**config.mk**
```make
export PLATFORM = sky130hd
export DESIGN_NAME = adder_share_arb
export DESIGN_NICKNAME = d
export VERILOG_FILES = /design/src/rtl/adder_share_pkg.sv /design/src/rtl/adder_share_arb_rr_pick.sv /design/src/rtl/adder_share_arb.sv
export SDC_FILE = /design/constraint.sdc
export NUM_CORES = 1
export LEC_CHECK = 0
export BUFFER_PORTS_ARGS = -buffer_cell sky130_fd_sc_hd__buf_2
export CORE_ASPECT_RATIO = 2
export CORE_UTILIZATION = 35
export DETAILED_ROUTE_END_ITERATION = 8
export PLACE_DENSITY = 0.7
export SETUP_SLACK_MARGIN = 0.02
export SLEW_MARGIN = 10
export SYNTH_ARGS = -nofsm -noshare
export SYNTH_HDL_FRONTEND = slang
export SYNTH_HIERARCHICAL = 1
export SYNTH_SLANG_ARGS = --single-unit
```
**constraint.sdc**
```tcl
create_clock -name clk -period 3 [get_ports clk]
set_input_delay 0.3 -clock clk [delete_from_list [all_inputs] [get_ports clk]]
set_output_delay 0.3 -clock clk [all_outputs]
set_load 0.01 [all_outputs]
```
**src/rtl/adder_share_pkg.sv**
```systemverilog
// Shared types and constants for the shared-adder arbiter.
// id_width() gives the requester ID width, never narrower than one bit.
package adder_share_pkg;

  typedef enum logic [1:0] {
    ST_IDLE,
    ST_CALC,
    ST_RESP
  } arb_state_t;

  localparam logic [15:0] OPS_MAX = 16'hFFFF;

  function automatic int id_width(input int n);
    return (n > 1) ? $clog2(n) : 1;
  endfunction

endpackage

```
**src/rtl/adder_share_arb_rr_pick.sv**
```systemverilog
// Combinational round-robin picker: lowest set request at or above ptr,
// otherwise wraps to the lowest set request overall.
module rr_pick
  import adder_share_pkg::*;
#(
  parameter  int N_REQ = 4,
  localparam int ID_W  = id_width(N_REQ)
) (
  input  logic [N_REQ-1:0] req,
  input  logic [ID_W-1:0]  ptr,
  output logic [N_REQ-1:0] gnt_onehot,
  output logic [ID_W-1:0]  gnt_id,
  output logic             any
);

  logic [N_REQ-1:0] mask;
  logic [N_REQ-1:0] masked;
  logic [N_REQ-1:0] sel;

  always_comb begin
    mask = '0;
    for (int i = 0; i < N_REQ; i++) begin
      mask[i] = (ID_W'(i) >= ptr);
    end
    masked = req & mask;
    // The masked half wins whenever it has a candidate; otherwise wrap around.
    sel = (|masked) ? masked : req;
    gnt_onehot = '0;
    gnt_id     = '0;
    for (int i = N_REQ - 1; i >= 0; i--) begin
      if (sel[i]) begin
        gnt_onehot    = '0;
        gnt_onehot[i] = 1'b1;
        gnt_id        = ID_W'(i);
      end
    end
    any = |req;
  end

endmodule

```
**src/rtl/adder_share_arb.sv**
```systemverilog
// Round-robin arbiter that serialises operand pairs from N_REQ requesters
// through one registered adder and returns ID-tagged sums on one response port.
module adder_share_arb
  import adder_share_pkg::*;
#(
  parameter  int N_REQ = 4,
  parameter  int WIDTH = 8,
  localparam int ID_W  = id_width(N_REQ)
) (
  input  logic                        clk,
  input  logic                        rst,
  input  logic [N_REQ-1:0]            req_valid,
  input  logic [N_REQ-1:0][WIDTH-1:0] req_a,
  input  logic [N_REQ-1:0][WIDTH-1:0] req_b,
  output logic [N_REQ-1:0]            req_ready,
  output logic                        rsp_valid,
  input  logic                        rsp_ready,
  output logic [WIDTH:0]              rsp_sum,
  output logic [ID_W-1:0]             rsp_id,
  output logic                        busy,
  output logic [15:0]                 ops_done
);

  // Handshake: a transfer happens on a rising edge where valid and ready
  // are both high; valid holds with stable data until then, and ready is
  // only ever offered to the single round-robin winner while idle.

  arb_state_t       state_q, state_d;
  logic [ID_W-1:0]  rr_ptr;
  logic [WIDTH-1:0] a_q, b_q;
  logic [ID_W-1:0]  id_q;
  logic [WIDTH:0]   sum_q;

  logic [N_REQ-1:0] gnt_onehot;
  logic [ID_W-1:0]  gnt_id;
  logic             any_req;
  logic             accept;
  logic             rsp_fire;

  rr_pick #(.N_REQ(N_REQ)) u_pick (
    .req        (req_valid),
    .ptr        (rr_ptr),
    .gnt_onehot (gnt_onehot),
    .gnt_id     (gnt_id),
    .any        (any_req)
  );

  always_comb begin
    state_d   = state_q;
    req_ready = '0;
    accept    = 1'b0;
    rsp_fire  = 1'b0;
    case (state_q)
      ST_IDLE: begin
        if (any_req) begin
          req_ready = gnt_onehot;
          accept    = 1'b1;
          state_d   = ST_CALC;
        end
      end
      ST_CALC: state_d = ST_RESP;
      ST_RESP: begin
        if (rsp_ready) begin
          rsp_fire = 1'b1;
          state_d  = ST_IDLE;
        end
      end
      default: state_d = ST_IDLE;
    endcase
  end

  always_ff @(posedge clk or posedge rst) begin
    if (rst) begin
      state_q  <= ST_IDLE;
      rr_ptr   <= '0;
      a_q      <= '0;
      b_q      <= '0;
      id_q     <= '0;
      sum_q    <= '0;
      ops_done <= '0;
    end else begin
      state_q <= state_d;
      if (accept) begin
        a_q  <= req_a[gnt_id];
        b_q  <= req_b[gnt_id];
        id_q <= gnt_id;
      end
      // Zero-extend both operands so the carry lands in the top bit.
      if (state_q == ST_CALC) begin
        sum_q <= {1'b0, a_q} + {1'b0, b_q};
      end
      if (rsp_fire) begin
        rr_ptr <= (id_q == ID_W'(N_REQ - 1)) ? '0 : id_q + ID_W'(1);
        if (ops_done != OPS_MAX) begin
          ops_done <= ops_done + 16'd1;
        end
      end
    end
  end

  assign rsp_valid = (state_q == ST_RESP);
  assign rsp_sum   = sum_q;
  assign rsp_id    = id_q;
  assign busy      = (state_q != ST_IDLE);

endmodule

```
==> out/summary.md <==
Setup path
- **launch point of the critical path** rr_ptr[1]$_DFFE_PP0P_
- **Critical Path Sink** b_q[6]$_DFFE_PP0P_
- **endpoint of the lowest-slack register-to-register path** b_q[6]$_DFFE_PP0P_
- **launch point of the worst reg-to-reg path** rr_ptr[1]$_DFFE_PP0P_
- **critical path fanouts, max** 17
- **Critical Path Source Type** flip-flop
- **Worst R2R Setup Slack** 0.67 ns
- **data arrival time at the worst-slack endpoint** 2.50 ns
- **Worst Reg-to-Reg Cells** 6
- **worst setup path category** flip-flop to flip-flop
- **required time worst endpoint** 3.17 ns
- **kind of end point of the critical path** flip-flop

Cells and area
- **Area Overhead vs Synth** 24.22%
- **share of post-route cells with drive strength above 1** 43.98%
- **Ant. Diodes** 0
- **final instance count without filler cells** 455
- **share of the core filled with cells** 44.97%
- **Final nets** 438

Floorplan
- **placeable core area** 0.008292 mm2
- **x dimension of the die** 67.49 um
- **starting density of the core** 36.20%
- **Die H** 133.0 um
- **top-level port count** 104
- **DIE AREA** 0.008973 mm2
- **total number of placement rows** 47

STA
- **measured slew at the worst slew-check pin** 0.9985 ns
- **Final min period** 2.332 ns
- **Tcrit/Tclk final** 77.75%
- **FMAX** 428.7 MHz
- **clock tree skew after final layout** 0.006403 ns
- **setup slack after layout** 0.6676 ns
- **RSZ-0062 raised after global routing** no
- **final total negative setup slack** 0 ns
- **Max-slew headroom** 33.34%
- **count of final setup violators** 0
- **Final Max Slew Viols** 0
- **count of endpoints failing hold in the final timing report** 0

Placement
- **final weighted congestion in routability-driven placement** 0.8065
- **post-detailed-placement half-perimeter wirelength** 5.275 mm
- **Cell Count Post-Placement** 447
- **Port Buffer Count** 103
- **pre-CTS worst setup slack** 0.6811 ns

Detailed routing
- **number of antenna-violating nets in the routed design** 0
- **average via count per standard cell** 5.279
- **DR pass1 iterations** 4
- **via count** 2402
- **final WL** 6.686 mm
- **number of design-rule violations left by the first detailed-router iteration** 83
- **Remaining DRCs** 0
- **routed length per placed instance** 14.69 um

Power and ir drop
- **total net switching power** 1.334 mW
- **ratio of total power to cell area** 952.8 mW/mm2
- **switching part of the total power** 37.56%
- **Internal Dissipation** 2.218 mW
- **sequential fraction of design power** 31.0%
- **portion of total power attributed to the clock network** 18.0%
- **combinational cell fraction of total power** 51.0%
- **leakage power** 1.795 nW
- **total power of the final layout** 3.553 mW
- **worst IR drop on VDD** 0.0003845 V

Logic synthesis
- **number of enable-type register cells in the synthesized netlist** 0
- **Mapped Area** 0.003002 mm2
- **nets in the synthesized netlist** 339
- **Syn Inst Count** 257
- **cell type contributing the most total cell area after synthesis** sky130_fd_sc_hd__dfrtp_1
- **most numerous cell types in the synthesized netlist** 47 x sky130_fd_sc_hd__dfrtp_1, 22 x sky130_fd_sc_hd__mux2_2, 13 x sky130_fd_sc_hd__a21oi_1
- **number of unique standard cell types used by synthesis** 60
- **post-synth top area share** 39.18%
- **yosys synthesis warning count** 6
- **flops & latches, synth** 47
- **post-synthesis average cell area** 11.68 um2
- **top cells by area in the synthesized netlist** sky130_fd_sc_hd__dfrtp_1 39%, sky130_fd_sc_hd__mux2_2 8.3%, sky130_fd_sc_hd__mux4_2 7.5%, sky130_fd_sc_hd__mux4_1 5.3%, sky130_fd_sc_hd__ha_1 4.2%
- **ys flop type** sky130_fd_sc_hd__dfrtp_1
- **count leader, synth** sky130_fd_sc_hd__dfrtp_1
- **share of async-settable or async-resettable flops after synthesis** 100.0%
- **share of synthesized area occupied by flip-flops and latches** 39.18%

Flow run
- **# Max-Cap Violations** 0

Clocking
- **clock transition time at the flip-flop clock pins of the worst setup and hold paths** 0.07 ns
- **# clock sinks** 47
- **Hold-fix buffers, CTS** 0
- **maximum clock path buffer count** 2
- **CTS tree** yes
- **CTS root buffer** sky130_fd_sc_hd__clkbuf_16
- **TritonCTS buffer count** 5
- **number of H-tree branching levels** 2
- **cts repair resizes** 0
- **number of buffers added for setup after CTS** 0
- **clock latency reported for the late side of the worst-skew pair** 0.29 ns

GRT
- **number of antenna violations at the first check in global routing** 0
- **overall track demand over capacity in global routing** 16.07%
- **first-pass GRT wire length** 10.96 mm
- **gr ovfl total** 0
- **number of global-route vias before repair** 2375
- **pin count of the biggest net entering global routing** 48

Hold path
- **worst hold path type** input port to asynchronous set/reset pin

Run status
- **outcome** completed

-- layout by cell type, fill, tap and decap left out, drive strengths merged, types with 2 or more instances in the layout --
cell type  count
o21a           2
nand2         12
xnor2         12
ha            10
o21bai         2
o211ai         2
nand2b         3
nor3b          3
clkinv         2
o21ai          8
or4            2
a211oi         2
mux2          23
inv           12
a21boi         3
o221a          2
o31ai          3
dfrtp         47
nor2          12
mux4          16
nand4          6
nand3          8
clkbuf         5
and2           7
nor3           4
and4           2
mux2i          2
and3           6
a21oi         14
buf          104
-- worst max-delay path, cell delays in order, from the launching register on --
cell                      delay, ns
sky130_fd_sc_hd__dfrtp_1       0.59
sky130_fd_sc_hd__mux2i_1       0.24
sky130_fd_sc_hd__o22ai_1       0.10
sky130_fd_sc_hd__a21oi_2       0.11
sky130_fd_sc_hd__buf_4         0.30
sky130_fd_sc_hd__mux4_1        0.59
sky130_fd_sc_hd__mux2_2        0.28
-- routing by layer --
layer | global-route usage [%] | share of wire (%)
met1 | 17.86 | 38
met2 | 28.05 | 55
met4 | 7.329 | 3.2
met5 | 0 | 0
met3 | 3.103 | 4.3
-- registers in the layout, summed over array words and instances (netlist names) --
signal,flops
state_q,2
ops_done,16
rsp_id,2
rr_ptr,2
a_q,8
rsp_sum,9
b_q,8
-- worst min path at each step --
stage	endpoint	slack, ns	depth (start not counted)
after global routing	state_q[1]$_DFFE_PP0P_	0.27	2
after floorplan	state_q[1]$_DFFE_PP0P_	0.41	1
after global placement	rsp_sum[6]$_DFFE_PP0N_	0.46	2
after detailed placement	rsp_sum[6]$_DFFE_PP0N_	0.46	2
after CTS	state_q[1]$_DFFE_PP0P_	0.27	2
final	ops_done[5]$_DFFE_PP0P_	0.24	2
-- power by group through the flow --
| stage | registers [mW] | logic [mW] | clock network, mW |
|---|---|---|---|
| after floorplan | 1.10 | 1.42 | 0 |
| after global placement | 1.11 | 1.77 | 0 |
| after detailed placement | 1.12 | 1.83 | 0 |
| after CTS | 1.10 | 1.84 | 0.652 |
| after global routing | 1.14 | 2.01 | 0.677 |
| final | 1.10 | 1.81 | 0.639 |
-- kinds of logic (layout without fill, tap and decap cells) --
family                     after synthesis  count (layout)  synth area share [%]
AOI/OAI and AO/OA                       47              47                 10.84
and+or+nand+nor                         74              74                 14.63
xor gates and xnor gates                13              13                 3.793
adders and majority gates               11              11                 4.835
DFF                                     47              47                 39.18
muxes                                   41              41                 22.18
buffers and inverters                   24             124                 4.543
-- cell type report --
| cell class | count | area, um2 |
|---|---|---|
| tap | 98 | 122.6 |
| sequential | 47 | 1176 |
| clock buffer | 5 | 125.1 |
| clock inverter | 3 | 43.79 |
| inverter | 12 | 45.04 |
| timing repair buffer | 104 | 523.0 |
| multi-input combinational | 186 | 1693 |
| fill | 761 | 4563 |
-- per-stage QoR --
step                      hold slack [ns]  cell area, um2
after detailed placement           0.4648            3560
after floorplan                    0.4076            3002
after CTS                          0.2673            3729
after global routing               0.2660            3729
final                              0.2448            3729
after global placement             0.4613            3560
Note: power is estimated with default switching activity, not from simulation.
